`config.mk`:
```
export PLATFORM = sky130hd
export DESIGN_NAME = cross_bar_arbiter
export DESIGN_NICKNAME = d
export VERILOG_FILES = /design/src/rtl/interface_connection.sv /design/src/rtl/cross_bar_arbiter.sv
export SDC_FILE = /design/constraint.sdc
export NUM_CORES = 1
export LEC_CHECK = 0
export ABC_AREA = 0
export CAP_MARGIN = 20
export CORE_ASPECT_RATIO = 1.4
export CORE_UTILIZATION = 43
export CTS_CLUSTER_SIZE = 40
export DETAILED_ROUTE_END_ITERATION = 10
export HOLD_SLACK_MARGIN = 0.05
export PLACE_DENSITY = 0.81
export SKIP_LAST_GASP = 1
export SYNTH_ARGS = -nofsm -noshare
export SYNTH_HDL_FRONTEND = slang
export SYNTH_SLANG_ARGS = --single-unit
export TNS_END_PERCENT = 30
```
`constraint.sdc`:
```
create_clock -name clk -period 2.35 [get_ports clk]
set_input_delay 0.3525 -clock clk [delete_from_list [all_inputs] [get_ports clk]]
set_output_delay 0.3525 -clock clk [all_outputs]
set_load 0.01 [all_outputs]
```
`src/rtl/interface_connection.sv`:
```
// rtl/interface_connection.sv - shared cross bar interface parameters
package interface_connection;
    localparam int ADDR_WIDTH = 32;
endpackage

```
`src/rtl/cross_bar_arbiter.sv`:
```
// rtl/cross_bar_arbiter.sv - per-slave round-robin arbiter driving the cross bar grant matrix
module cross_bar_arbiter #(
    parameter int QTY_OF_DEVICES = 4,
    parameter int ADDR_WIDTH     = interface_connection::ADDR_WIDTH,
    parameter int TIMEOUT_CYCLES = 255
) (
    input  logic                      clk,
    input  logic                      rst_n,
    input  logic [QTY_OF_DEVICES-1:0] master_req,
    input  logic [ADDR_WIDTH-1:0]     master_addr [QTY_OF_DEVICES],
    input  logic                      session_is_finished [QTY_OF_DEVICES],
    output logic [QTY_OF_DEVICES-1:0] granted_matrix [QTY_OF_DEVICES],
    output logic [QTY_OF_DEVICES-1:0] slave_busy,
    output logic [QTY_OF_DEVICES-1:0] timeout_err
);

    localparam int SEL_W   = $clog2(QTY_OF_DEVICES);
    localparam bit WDOG_EN = (TIMEOUT_CYCLES > 0);
    localparam int CNT_W   = WDOG_EN ? $clog2(TIMEOUT_CYCLES + 1) : 1;
    localparam logic [CNT_W-1:0] CNT_LAST = CNT_W'(WDOG_EN ? TIMEOUT_CYCLES - 1 : 0);

    typedef enum logic {
        IDLE = 1'b0,
        BUSY = 1'b1
    } state_t;

    logic [SEL_W-1:0]          target [QTY_OF_DEVICES];
    logic [QTY_OF_DEVICES-1:0] unused_addr;

    // Only the top SEL_W address bits select a slave; the rest belong to the slave.
    for (genvar m = 0; m < QTY_OF_DEVICES; m++) begin : g_decode
        assign target[m]      = master_addr[m][ADDR_WIDTH-1 -: SEL_W];
        assign unused_addr[m] = ^master_addr[m];
    end

    for (genvar s = 0; s < QTY_OF_DEVICES; s++) begin : g_slave
        logic [QTY_OF_DEVICES-1:0] req_vec;
        logic [SEL_W-1:0]          ptr_q;
        logic [SEL_W-1:0]          scan_idx;
        logic [SEL_W-1:0]          win;
        logic                      win_vld;
        logic [CNT_W-1:0]          cnt_q;
        state_t                    state_q;
        logic [QTY_OF_DEVICES-1:0] row_q;
        logic                      busy_q;
        logic                      tout_q;

        always_comb begin
            req_vec = '0;
            for (int m = 0; m < QTY_OF_DEVICES; m++) begin
                req_vec[m] = master_req[m] && (target[m] == SEL_W'(s));
            end
        end

        // Power-of-two device count lets the rotating index wrap by truncation.
        always_comb begin
            win      = '0;
            win_vld  = 1'b0;
            scan_idx = '0;
            for (int i = 0; i < QTY_OF_DEVICES; i++) begin
                scan_idx = ptr_q + SEL_W'(i);
                if (!win_vld && req_vec[scan_idx]) begin
                    win     = scan_idx;
                    win_vld = 1'b1;
                end
            end
        end

        always_ff @(posedge clk or negedge rst_n) begin
            if (!rst_n) begin
                state_q <= IDLE;
                row_q   <= '0;
                busy_q  <= 1'b0;
                tout_q  <= 1'b0;
                ptr_q   <= '0;
                cnt_q   <= '0;
            end else begin
                tout_q <= 1'b0;
                case (state_q)
                    IDLE: begin
                        if (win_vld) begin
                            row_q   <= QTY_OF_DEVICES'(1) << win;
                            busy_q  <= 1'b1;
                            ptr_q   <= win + 1'b1;
                            cnt_q   <= '0;
                            state_q <= BUSY;
                        end
                    end
                    BUSY: begin
                        // Finish takes priority so a coincident timeout raises no error.
                        if (session_is_finished[s]) begin
                            row_q   <= '0;
                            busy_q  <= 1'b0;
                            state_q <= IDLE;
                        end else if (WDOG_EN && (cnt_q == CNT_LAST)) begin
                            row_q   <= '0;
                            busy_q  <= 1'b0;
                            tout_q  <= 1'b1;
                            state_q <= IDLE;
                        end else if (WDOG_EN) begin
                            cnt_q <= cnt_q + 1'b1;
                        end
                    end
                    default: begin
                        state_q <= IDLE;
                    end
                endcase
            end
        end

        assign granted_matrix[s] = row_q;
        assign slave_busy[s]     = busy_q;
        assign timeout_err[s]    = tout_q;
    end

endmodule

```
== Word level (Yosys, flattened, before mapping) ==
Index checks and enable logic that the tools add are counted.
Word-level totals
  register bits: 68
  output and inout bits: 24
  word-level logic and storage cells: 296
Operators by class
  add/subtract/negate cells: 20
  $lt $le $gt $ge: 16
  equal/unequal tests: 32
  shift operators: 4
  muxes and demuxes: 140
  bitwise gates (word level): 4
  reduce and logical (&&, ||, !) cells: 56
Operator list (number)
  8-bit 2-to-1 mux: 12
  1-bit 2-to-1 mux: 68
  8-bit case mux with 2 select lines: 4
  2-bit by 3-bit less-than comparator with 1-bit output, second input constant: 16
  4-bit 2-to-1 mux: 12
  8-bit by 1-bit adder with 8-bit output, second input constant: 4
  1-bit binary-select mux with 2-bit select: 16
  8-bit == test, second input constant: 4
  2-bit 2-to-1 mux: 16
  4-bit case mux with 2 select lines: 4
  1-bit logical AND: 28
  2-bit != test, second input constant: 12
  2-bit by 1-bit adder with 2-bit output, second input constant: 8
  2-bit adder, second input constant: 8
  2-bit == test, second input constant: 8
  1-bit case mux with 2 select lines: 8
  2-bit AND reduction: 8
  1-bit by 2-bit left shift with 4-bit output, first input constant: 4
  1-bit zero test: 12
  3-bit by 2-bit != test with 1-bit output, second input constant: 4
  3-bit AND reduction: 4
  2-bit by 1-bit == test with 1-bit output, second input constant: 4
  2-bit zero test: 4
  1-bit NOT: 4

== Longest topological paths before layout ==
  depth after elaboration: 17
  gate-level depth with buffers: 7

== Worst setup path after synthesis ==
No wires, ideal clock.
  kind: input-to-reg
  from: input master_addr[126] in the netlist's numbering
  to: register g_slave[0].ptr_q[1]
  arrival time: 1917 ps
  required time: 2225 ps
  slack: 308 ps
  stages: 6
  buffers on the path: 0
  path through: or4b_2 a21oi_1 a211oi_2 and2_1 ha_1 mux2_4
Between the ends
  cells in the longest elaborated chain, start to end: 15
  elaborated cells on any way between the ends: 26
  those cells by class: add/sub (1); mux (16); reduce/logical (9)
Ends and longest elaborated chain
  start, declared: line cross_bar_arbiter.sv:10  | input logic [ADDR_WIDTH-1:0] master_addr [QTY_OF_DEVICES],
  2-bit zero test *: line cross_bar_arbiter.sv:51  | req_vec[m] = master_req[m] && (target[m] == SEL_W'(s));
  1-bit logical AND *: line cross_bar_arbiter.sv:51
  1-bit binary-select mux with 2-bit select: line cross_bar_arbiter.sv:62  | if (!win_vld && req_vec[scan_idx]) begin
  1-bit 2-to-1 mux (implied by the code): line cross_bar_arbiter.sv:62
  1-bit 2-to-1 mux: line cross_bar_arbiter.sv:62
  1-bit zero test: line cross_bar_arbiter.sv:62
  1-bit logical AND: line cross_bar_arbiter.sv:62
  1-bit 2-to-1 mux: line cross_bar_arbiter.sv:62
  1-bit zero test: line cross_bar_arbiter.sv:62
  1-bit logical AND: line cross_bar_arbiter.sv:62
  1-bit 2-to-1 mux: line cross_bar_arbiter.sv:62
  1-bit zero test: line cross_bar_arbiter.sv:62
  1-bit logical AND: line cross_bar_arbiter.sv:62
  2-bit 2-to-1 mux or 1-bit 2-to-1 mux (tied branches): line cross_bar_arbiter.sv:62
  2-bit by 1-bit adder with 2-bit output or 2-bit AND reduction (tied branches)
  end signal, assigned: line cross_bar_arbiter.sv:84  | ptr_q <= win + 1'b1;
  end, declared: line cross_bar_arbiter.sv:38  | logic [SEL_W-1:0] ptr_q;
Mark *: on every way between the ends. The rest lies on a longest branch, timed or not. The select of a mux whose other input is x is not followed.
A chain may end at the register's enable or synchronous reset.

== Worst setup path in the final report ==
Ends and elaborated chain as after synthesis.

==> results by group <==
Worst setup path
  – Worst path max stage delay: 0.66 ns
  – Slowest-stage cell, CP: or4b_2
  – Worst setup EP type: flip-flop
  – WP data required: 2.57 ns
  – CP Max Fanout: 2
  – Critical path startpoint category: input pin
  – Crit path DAT: 2.37 ns
  – Critical path class: in -> reg
  – Crit path cell chain: clkdlybuf4s50_1 -> or4b_2 -> a21oi_1 -> a211oi_2 -> and2_1 -> ha_1 -> mux2_4

Clock tree
  – Hold-fix buffers, CTS: 1
  – Sink Count: 68
  – Root Driver: clkbuf_16
  – TritonCTS clock tree: yes
  – Worst-path clk slew: 0.05 ns
  – CTS max path bufs: 2
  – Clk Latency, worst-skew pair: 0.33 ns
  – Num CTS Buffers: 9
  – # Post-CTS Setup Buffers: 0
  – H-tree depth: 3
  – Post_cts resized: 0

Logic synthesis
  – Leading area contributor after synthesis: dfrtp_1
  – Gate Count Post-Synth: 381
  – Count leader, synth: dfrtp_1
  – Synth Area per Inst: 10.2 um2
  – Area share of the largest cell type after synthesis: 0.440
  – Post-synthesis sequential area ratio: 0.440
  – Mapped Area: 0.00387 mm2
  – Yosys reg bits: 68
  – EDFF count, synth: 0
  – Asr flop ratio synth: 1.00
  – Area contributors post-synth: dfrtp_1, ha_1, a22o_1
  – Top cells by instance count after synthesis: dfrtp_1, nor2_1, ha_1, o21ai_0, nand2_1
  – Syn Nets: 543
  – Top FF cell, synth: dfrtp_1
  – Yosys warns: 0
  – Synth cell types: 60

Floorplan
  – Site row count: 40
  – Ports: between 150 and 200
  – Core footprint: between 0.008 and 0.009 mm2
  – Die area: 0.00939 mm2
  – Initial Util: 0.447
  – Die Wd: 82.2 um
  – Die height: 114 um

Detailed routing
  – DRC viols: 0
  – Via density: 5.68
  – DR iter-0 viols: roughly 140
  – First-pass DRT Iterations: 4
  – Detail Route Antenna Nets: 0
  – Per-cell routed wire length: 14.5 um
  – WL final: ~8200 um
  – Via count: 3223

Place
  – DPL Wire Length: 6020 um
  – Final Wtd Congestion: 0.804
  – DP Worst Slack: -0.155 ns
  – Port bufs: just over 40
  – # placed instances: 550

STA
  – Min cycle time layout: about 2.2 ns
  – Final worst-path cycle share: 0.918
  – Unrepaired setup endpoints after global routing: no
  – Layout Skew: 0.00491 ns
  – Worst hold margin: 0.487 ns
  – Setup TNS: 0 ns
  – Worst setup margin: 0.193 ns
  – Achievable Freq: 464 MHz
  – Worst-Margin Slew: 0.606 ns
  – Final hold violations: 0
  – Slew HR: 0.592
  – Setup violations, final: 0
  – Slew Viols, Final: 0

Power and ir drop
  – PwrDens: approximately 790 mW/mm2
  – Lkg Pwr: 2.20 nW
  – Worst vdd rail ir drop: 437 uV

Global routing
  – Initial antenna violation count: 0
  – Total congestion overflow: 0
  – First-pass GRT wire length: 14200 um
  – GRT Util Overall: 0.196
  – Largest net degree at the start of global routing: 69
  – Vias in the first global route: 3279

Layout
  – Share of layout cells above drive strength 1: 0.143
  – Layout Nets: 619
  – Area grow syn2layout: 26.8%
  – Diodes inserted: 0
  – Non-Filler Instances: 567

Outcome
  – Status: complete, no violations

Worst hold path
  – HP Class: reg -> reg

Run
  – Max-cap violations: 0
## sequential cells by signal, indices dropped and copies added (netlist names)
name and count:
g_slave.cnt_q 32, g_slave.row_q 16, g_slave.busy_q 4, g_slave.tout_q 4, g_slave.state_q 4, g_slave.ptr_q 8
## worst max-delay path, delay by kind of cell
family                   cells  cell delay [ns]
buffers and inverters        1             0.41
AND/OR/NAND/NOR              2             0.82
adder cells (fa/ha/maj)      1             0.29
AO/OA/AOI/OAI                2             0.26
multiplexers                 1             0.25
## worst paths after layout
check | start | end | slack (ns) | cells after the start
worst max-delay path | master_addr[126] | g_slave[0].ptr_q[1] | 0.19 | 7
worst min-delay path | g_slave[2].busy_q | g_slave[2].busy_q | 0.49 | 1
worst max register to register | g_slave[0].ptr_q[1] | g_slave[0].ptr_q[1] | 0.24 | 6
worst min register to register | g_slave[2].busy_q | g_slave[2].busy_q | 0.49 | 1
max in group asynchronous | rst_n | g_slave[0].busy_q | 1.50 | 3
min in group asynchronous | rst_n | g_slave[3].tout_q | 0.57 | 3
## report_power, final
group	switching [mW]	internal, mW	total (mW)
logic	0.455	0.499	0.953
clock network	0.475	0.810	1.29
registers	0.235	1.38	1.62
## cell usage in the layout (no fill, tap or decap), drive strengths merged, types with 10 or more instances in the layout
| cell | count |
|---|---|
| ha | 24 |
| a22o | 17 |
| nand2 | 21 |
| o21ai | 27 |
| dfrtp | 68 |
| buf | 37 |
| nand4 | 12 |
| a21oi | 12 |
| a21o | 10 |
| clkdlybuf4s50 | 40 |
| nand3b | 13 |
| inv | 16 |
| nand3 | 14 |
| xor2 | 12 |
| clkbuf | 10 |
| nor2 | 31 |
## cell families after synthesis
family                   Yosys count  synth area share
flip-flops                        68             0.440
XOR/XNOR                          16            0.0362
AO/OA/AOI/OAI                    101             0.192
adder cells (fa/ha/maj)           24            0.0776
AND/OR/NAND/NOR                  139             0.204
buffers and inverters             29            0.0388
multiplexers                       4            0.0116
## per-stage QoR
| stage | total power [mW] | area (um2) | utilization |
|---|---|---|---|
| after CTS | 3.89 | 4900 | 0.566 |
| final | 3.86 | 4900 | 0.566 |
| after global routing | 4.09 | 4900 | 0.566 |
| after global placement | 2.54 | 4610 | 0.533 |
| after detailed placement | 2.59 | 4610 | 0.533 |
| after floorplan | 2.16 | 3870 | - |
## layout make-up
type,instances,area [um2]
clock buffers,10,229
multi-input cells,284,2020
well taps,105,131
inverters,16,60.1
repair buffers,78,711
fillers,754,3750
clock inverters,6,55.1
flip-flops and latches,68,1700
## metal layers
metal / vias up / share of wire / GRT usage
li1: 1555 / - / -
met1: 1575 / 0.42 / 0.223
met2: 73 / 0.51 / 0.336
met3: 20 / 0.049 / 0.0574
met4: 0 / 0.025 / 0.0795
met5: - / 0 / 0
Note: power is estimated with default switching activity, not from simulation.
